File: config.mk
export PLATFORM = sky130hd
export DESIGN_NAME = fft_config_receiver_flat
export DESIGN_NICKNAME = d
export VERILOG_FILES = /design/src/rtl/fft_cfg_pkg.sv /design/src/rtl/fft_config_receiver_if.sv /design/src/rtl/fft_cfg_check.sv /design/src/rtl/fft_config_receiver.sv /design/src/flat_wrapper.sv
export SDC_FILE = /design/constraint.sdc
export NUM_CORES = 1
export LEC_CHECK = 0
export BUFFER_PORTS_ARGS = -buffer_cell sky130_fd_sc_hd__buf_4
export CAP_MARGIN = 20
export CORE_ASPECT_RATIO = 0.75
export CORE_MARGIN = 1
export CORE_UTILIZATION = 51
export CTS_CLUSTER_DIAMETER = 80
export DETAILED_ROUTE_END_ITERATION = 8
export GPL_ROUTABILITY_DRIVEN = 1
export HOLD_SLACK_MARGIN = 0.03
export PLACE_DENSITY_LB_ADDON = 0.2
export SLEW_MARGIN = 10
export SYNTH_ARGS = -nofsm -noshare
export SYNTH_HDL_FRONTEND = slang
export SYNTH_SLANG_ARGS = --single-unit
File: constraint.sdc
create_clock -name clk -period 1.95 [get_ports clk]
set_input_delay 0.0975 -clock clk [delete_from_list [all_inputs] [get_ports clk]]
set_output_delay 0.0975 -clock clk [all_outputs]
set_load 0.05 [all_outputs]
File: src/rtl/fft_cfg_pkg.sv
// Shared definitions for the FFT configuration receiver: word layout, legality limits
// and the FSM state type.
package fft_cfg_pkg;

  localparam int unsigned CFG_W     = 24;
  localparam int unsigned NFFT_LSB  = 0;
  localparam int unsigned NFFT_W    = 5;
  localparam int unsigned CP_LSB    = 8;
  localparam int unsigned CP_W      = 7;
  localparam int unsigned FWD_BIT   = 16;

  // Bits [7:5], [15] and [23:17] must be zero in a legal word.
  localparam logic [CFG_W-1:0] RSVD_MASK = 24'hFE_80_E0;

  localparam int unsigned NFFT_MIN_DEF = 3;
  localparam int unsigned NFFT_MAX_DEF = 16;

  typedef enum logic [1:0] {
    StIdle,
    StCheck,
    StPending,
    StApply
  } state_t;

endpackage

File: src/rtl/fft_config_receiver_if.sv
// Configuration channel plus the observe-only data-stream monitor taps.
interface fft_config_receiver_if;
  import fft_cfg_pkg::*;

  logic             s_cfg_tvalid;
  logic [CFG_W-1:0] s_cfg_tdata;
  logic             s_cfg_tready;
  logic             mon_tvalid;
  logic             mon_tready;
  logic             mon_tlast;

  modport master (
    output s_cfg_tvalid,
    output s_cfg_tdata,
    input  s_cfg_tready,
    output mon_tvalid,
    output mon_tready,
    output mon_tlast
  );

  modport slave (
    input  s_cfg_tvalid,
    input  s_cfg_tdata,
    output s_cfg_tready,
    input  mon_tvalid,
    input  mon_tready,
    input  mon_tlast
  );

endinterface

File: src/rtl/fft_cfg_check.sv
// Combinational legality check of a 24-bit FFT configuration word.
module fft_cfg_check
  import fft_cfg_pkg::*;
#(
  parameter int unsigned NFFT_MIN = NFFT_MIN_DEF,
  parameter int unsigned NFFT_MAX = NFFT_MAX_DEF
) (
  input  logic [CFG_W-1:0] word,
  output logic             legal
);

  logic [NFFT_W-1:0] nfft;
  logic [CP_W-1:0]   cp_len;
  logic              nfft_ok;
  logic              rsvd_ok;
  logic              cp_ok;

  assign nfft   = word[NFFT_LSB +: NFFT_W];
  assign cp_len = word[CP_LSB +: CP_W];

  assign nfft_ok = ({27'd0, nfft} >= NFFT_MIN) && ({27'd0, nfft} <= NFFT_MAX);
  assign rsvd_ok = (word & RSVD_MASK) == '0;
  // cp_len < 2^nfft  <=>  no cp_len bits survive a right shift by nfft
  assign cp_ok   = (({25'd0, cp_len} >> nfft) == 32'd0);

  assign legal = nfft_ok && rsvd_ok && cp_ok;

endmodule

File: src/rtl/fft_config_receiver.sv
// Accepts FFT configuration words, validates them and applies legal ones, deferring
// the update to the end of an in-flight data frame.
module fft_config_receiver
  import fft_cfg_pkg::*;
#(
  parameter int unsigned NFFT_MIN = NFFT_MIN_DEF,
  parameter int unsigned NFFT_MAX = NFFT_MAX_DEF
) (
  input  logic                  clk,
  input  logic                  rst,
  fft_config_receiver_if.slave  bus,
  output logic [NFFT_W-1:0]     nfft,
  output logic [CP_W-1:0]       cp_len,
  output logic                  fwd_inv,
  output logic                  cfg_valid,
  output logic                  cfg_pending,
  output logic                  cfg_applied,
  output logic                  cfg_error,
  output logic [7:0]            apply_cnt,
  output logic [7:0]            error_cnt
);

  state_t            state_q, state_d;
  logic [CFG_W-1:0]  hold_q;
  logic              in_frame_q, in_frame_d;
  logic [NFFT_W-1:0] nfft_q;
  logic [CP_W-1:0]   cp_len_q;
  logic              fwd_inv_q;
  logic              valid_q;
  logic              applied_q;
  logic              error_q;
  logic [7:0]        apply_cnt_q;
  logic [7:0]        error_cnt_q;
  logic              legal;
  logic              accept;
  logic              beat;
  logic              beat_last;
  logic              do_apply;
  logic              do_error;

  fft_cfg_check #(
    .NFFT_MIN (NFFT_MIN),
    .NFFT_MAX (NFFT_MAX)
  ) u_check (
    .word  (hold_q),
    .legal (legal)
  );

  assign bus.s_cfg_tready = rst && (state_q == StIdle);
  assign accept    = bus.s_cfg_tvalid && bus.s_cfg_tready;
  assign beat      = bus.mon_tvalid && bus.mon_tready;
  assign beat_last = beat && bus.mon_tlast;

  always_comb begin
    in_frame_d = in_frame_q;
    if (beat) begin
      in_frame_d = !bus.mon_tlast;
    end
  end

  always_comb begin
    state_d  = state_q;
    do_apply = 1'b0;
    do_error = 1'b0;
    unique case (state_q)
      StIdle: begin
        if (accept) begin
          state_d = StCheck;
        end
      end
      StCheck: begin
        if (!legal) begin
          state_d  = StIdle;
          do_error = 1'b1;
        end else if (in_frame_q && !beat_last) begin
          state_d = StPending;
        end else begin
          // A frame ending during the check cycle needs no deferral.
          state_d = StApply;
        end
      end
      StPending: begin
        if (beat_last) begin
          state_d = StApply;
        end
      end
      StApply: begin
        do_apply = 1'b1;
        state_d  = StIdle;
      end
      default: state_d = StIdle;
    endcase
  end

  always_ff @(posedge clk) begin
    if (!rst) begin
      state_q     <= StIdle;
      hold_q      <= '0;
      in_frame_q  <= 1'b0;
      nfft_q      <= '0;
      cp_len_q    <= '0;
      fwd_inv_q   <= 1'b0;
      valid_q     <= 1'b0;
      applied_q   <= 1'b0;
      error_q     <= 1'b0;
      apply_cnt_q <= '0;
      error_cnt_q <= '0;
    end else begin
      state_q    <= state_d;
      in_frame_q <= in_frame_d;
      applied_q  <= do_apply;
      error_q    <= do_error;
      if (accept) begin
        hold_q <= bus.s_cfg_tdata;
      end
      if (do_apply) begin
        nfft_q      <= hold_q[NFFT_LSB +: NFFT_W];
        cp_len_q    <= hold_q[CP_LSB +: CP_W];
        fwd_inv_q   <= hold_q[FWD_BIT];
        valid_q     <= 1'b1;
        apply_cnt_q <= apply_cnt_q + 8'd1;
      end
      if (do_error) begin
        error_cnt_q <= error_cnt_q + 8'd1;
      end
    end
  end

  assign nfft        = nfft_q;
  assign cp_len      = cp_len_q;
  assign fwd_inv     = fwd_inv_q;
  assign cfg_valid   = valid_q;
  assign cfg_pending = rst && (state_q == StPending);
  assign cfg_applied = applied_q;
  assign cfg_error   = error_q;
  assign apply_cnt   = apply_cnt_q;
  assign error_cnt   = error_cnt_q;

endmodule

File: src/flat_wrapper.sv
// flat-port wrapper written by rule: the top's interface ports become plain ports
module fft_config_receiver_flat import fft_cfg_pkg::*;
#(
  parameter int unsigned NFFT_MIN = NFFT_MIN_DEF,
  parameter int unsigned NFFT_MAX = NFFT_MAX_DEF
)
  (clk, rst, nfft, cp_len, fwd_inv, cfg_valid, cfg_pending, cfg_applied, cfg_error, apply_cnt, error_cnt, bus_s_cfg_tvalid, bus_s_cfg_tdata, bus_s_cfg_tready, bus_mon_tvalid, bus_mon_tready, bus_mon_tlast);
  fft_config_receiver_if bus_i ();
  input  logic clk;
  input  logic rst;
  output logic [NFFT_W-1:0] nfft;
  output logic [CP_W-1:0] cp_len;
  output logic fwd_inv;
  output logic cfg_valid;
  output logic cfg_pending;
  output logic cfg_applied;
  output logic cfg_error;
  output logic [7:0] apply_cnt;
  output logic [7:0] error_cnt;
  input wire logic [$bits(bus_i.s_cfg_tvalid)-1:0] bus_s_cfg_tvalid;
  input wire logic [$bits(bus_i.s_cfg_tdata)-1:0] bus_s_cfg_tdata;
  output wire logic [$bits(bus_i.s_cfg_tready)-1:0] bus_s_cfg_tready;
  input wire logic [$bits(bus_i.mon_tvalid)-1:0] bus_mon_tvalid;
  input wire logic [$bits(bus_i.mon_tready)-1:0] bus_mon_tready;
  input wire logic [$bits(bus_i.mon_tlast)-1:0] bus_mon_tlast;
  assign bus_i.s_cfg_tvalid = bus_s_cfg_tvalid;
  assign bus_i.s_cfg_tdata = bus_s_cfg_tdata;
  assign bus_s_cfg_tready = bus_i.s_cfg_tready;
  assign bus_i.mon_tvalid = bus_mon_tvalid;
  assign bus_i.mon_tready = bus_mon_tready;
  assign bus_i.mon_tlast = bus_mon_tlast;
  fft_config_receiver #(.NFFT_MIN(NFFT_MIN), .NFFT_MAX(NFFT_MAX)) u_core (.clk(clk), .rst(rst), .bus(bus_i), .nfft(nfft), .cp_len(cp_len), .fwd_inv(fwd_inv), .cfg_valid(cfg_valid), .cfg_pending(cfg_pending), .cfg_applied(cfg_applied), .cfg_error(cfg_error), .apply_cnt(apply_cnt), .error_cnt(error_cnt));
endmodule
==> metrics.md <==
| Metric | Value |
|---|---|
| Hpwl dp | 3.451 mm |
| Gr usage total | 25.51% |
| 1st-pass router iterations | 4 |
| Critical Path Start Type | register |
| Starting Density | 55.53% |
| # diodes | 0 |
| Drt drc | 0 |
| Most frequent cells in the layout | 82 x nand2_1, 71 x buf_4, 53 x dfxtp_1 |
| Seq cells post-synth | 59 |
| Post-Syn Instances | 288 |
| TritonCTS clock tree | yes |
| Crit-path slowest cell | dfxtp_4 |
| GRT overflow | 0 |
| Vias in the first global route | 2070 |
| Port Buf Inserts | 63 |
| Die area | 4883 sq um |
| Global-route wire length before repair | 9.177 mm |
| Drt wl/cell | 14.55 microns |
| Clock Tree Buf Depth | 2 |
| Seq/Total Area, Yosys | 50.29% |
| Mapped Nets | 320 |
| Initial antenna violation count | 0 |
| Endpoint type of the worst setup path | register |
| IO Pins | 64 |
| Via-per-instance ratio | 5.347 |
| CP Cell Sequence | buf_4, nor4_4, mux2i_2, or3_4, o211ai_2, o21ai_0, a21oi_1 |
| Synth cell types | 38 |
| Pleak | 1.380 nW |
| Maximum clock frequency | 511.3 MHz |
| Worst Hold Class | input port to register |
| VDD IR max | 0.0006215 V |
| Post-layout util | 80.62% |
| Post-route ant nets | 0 |
| Failing checks | negative setup slack |
| Clk sink count | 59 |
| Cell Pwr Density | 785.7 nW/um^2 |
| Largest net degree at the start of global routing | 49 |
| Final WL | 6.371 mm |
| Minimum clock period | 1956 ps |
| Data arrival, critical path | 2220 ps |
| Slew @ Worst Pin | 531.9 ps |
| Max-cap violations | 0 |
| Maximum fanout along the worst path | 8 |
| RePlAce Congestion | 0.7782 |
| Max Slew Vio Count | 0 |
| Synth Cell Area | 2349 sq um |
| CTS clock-pin slew for the worst setup and hold paths | 60 ps |
| H-tree Lvls | 3 |
| WP data required | 2210 ps |
| Post-route cell area | 3410 sq um |
| Setup ws final | -5.715 ps |
| Cell chosen for the clock root | clkbuf_8 |
| FP Rows | 20 |
| FILL cells | 280 |
| Endpoints failing hold | 0 |
| Inserted Clock Buffers | 9 |
| Final worst path period share | 100.3% |
| RSZ-0062 raised after global routing | true |
| Warning count from the yosys run | 0 |
| Crit-path max cell delay | 380 ps |
| Most common cell after layout, fill and taps aside | nand2_1 |
| Area Overhead vs Synth | 45.18% |
| Final setup fails | 2 |
| Crit path kind | register to register |
| Iter 0 DRT Violations | 126 |
| Synthesized area per cell | 8.155 sq um |
| CORE AREA | 4229 sq um |
| Final net count | 412 |
| Share of layout cells above drive strength 1 | 28.46% |
| Placed inst area | 2870 sq um |
| Chip width | 80.36 microns |
| Via Count | 2342 |
| Slew HR | 64.45% |
| Die Y | 60.77 microns |
| Clk_skew | 4.413 ps |
| Status | finished with violations |
| Insertion delay to the later sink of the worst-skew pair | 340 ps |
==> kinds of logic (layout without fill, tap and decap cells) <==
family                   after synthesis  count (layout)  share of synthesized area [%]
AO/OA/AOI/OAI                         63              63                          15.08
AND/OR/NAND/NOR                      134             134                          25.47
multiplexers                           4               4                          1.758
buffers and inverters                 19             114                          3.729
XOR/XNOR                               7               7                          2.611
adder cells (fa/ha/maj)                2               2                          1.065
flip-flops                            59              59                          50.29
==> Yosys cell counts <==
library cell	number	area share [%]
or3_4	1	0.48
inv_1	2	0.32
nor2_1	14	2.2
clkbuf_1	12	1.9
and2b_1	1	0.32
o221a_2	1	0.48
a31oi_1	1	0.27
and2b_2	2	0.75
o211ai_2	1	0.53
a211o_2	1	0.43
nor4_1	4	1.1
o31a_2	1	0.43
or2_2	1	0.27
buf_6	2	0.96
xor2_1	5	1.9
and3_1	2	0.53
or4_1	1	0.32
or3_1	5	1.3
nand4_1	4	1.1
nand2_1	82	13
buf_1	1	0.16
o21ai_0	29	6.2
xnor2_1	2	0.75
o21ai_2	1	0.37
buf_2	1	0.21
nor3_1	5	1.1
nor2b_1	1	0.27
nand3_1	6	1.3
a21oi_1	24	5.1
or3_2	1	0.32
o21a_1	2	0.64
clkinv_1	1	0.16
and2_1	4	1.1
mux2_2	1	0.48
o31ai_1	2	0.64
mux2i_1	3	1.3
dfxtp_1	59	50
ha_1	2	1.1
==> worst paths after layout <==
kind / start / to / slack [ps] / cells past startpoint
worst max-delay path: u_core.hold_q[0]$_SDFFE_PN0P_ / u_core.error_cnt[6]$_SDFFE_PN0P_ / -6 / 7
worst min-delay path: bus_mon_tready / u_core.in_frame_q$_SDFFE_PN0P_ / 70 / 3
worst max register to register: u_core.hold_q[0]$_SDFFE_PN0P_ / u_core.error_cnt[6]$_SDFFE_PN0P_ / -6 / 7
worst min register to register: u_core.fwd_inv$_SDFFE_PN0P_ / u_core.fwd_inv$_SDFFE_PN0P_ / 460 / 2
==> registers in the layout, summed over array words and instances (netlist names), 5 cells and up, named ones only <==
signal / flops
u_core.cp_len: 7
u_core.hold_q: 24
u_core.error_cnt: 8
u_core.apply_cnt: 8
u_core.nfft: 5
==> power breakdown <==
group / leakage (nW) / switching [mW] / internal [mW]
registers: 0.483 / 0.0546 / 1.25
clock network: 0.0950 / 0.442 / 0.606
logic: 0.801 / 0.155 / 0.169
==> routing by layer <==
layer | GRT usage (%) | wire, microns
met1 | 31.60 | 2744
met4 | 8.418 | 170
met3 | 10.53 | 371
met5 | 0 | 0
met2 | 40.80 | 3084
==> metrics by stage <==
step	setup slack, ps	hold slack [ps]	instances	power, mW	setup TNS (ps)
finish	-5.715	73.97	438	2.679	-8.198
global route	-86.37	112.8	438	2.784	-409.2
CTS	8.308	66.33	434	2.632	0
detailed placement	12.11	298.7	396	1.554	0
global placement	38.65	292.3	396	1.550	0
floorplan	100.6	206.0	288	1.464	0
==> area by class of cell <==
| type | instances | area (sq um) | share of cell area (%) |
|---|---|---|---|
| Clock inverter | 3 | 40.04 | 1.174 |
| Clock buffer | 11 | 141.4 | 4.147 |
| Inverter | 3 | 11.26 | 0.3303 |
| Multi-Input combinational cell | 210 | 1159 | 33.98 |
| Sequential cell | 59 | 1194 | 35.01 |
| Tap cell | 55 | 68.82 | 2.018 |
| Timing Repair Buffer | 97 | 795.8 | 23.34 |
==> worst max-delay path: cells and delay by family (launching register included) <==
kind / cells / cell delay, ps
buffers and inverters: 1 / 150
flip-flops: 1 / 380
AND/OR/NAND/NOR: 2 / 670
multiplexers: 1 / 120
AO/OA/AOI/OAI: 3 / 560
==> timing repair <==
item / CTS / global route
endpoints found under the setup margin: 3 / 5
hold buffers: 24 / 0
resized for setup: 1 / 21
gates cloned: 0 / 0
buffers inserted: 0 / 5
hold endpoints to repair: 24 / 0
pin swaps: 0 / 5
(Power assumes the default switching activity.)
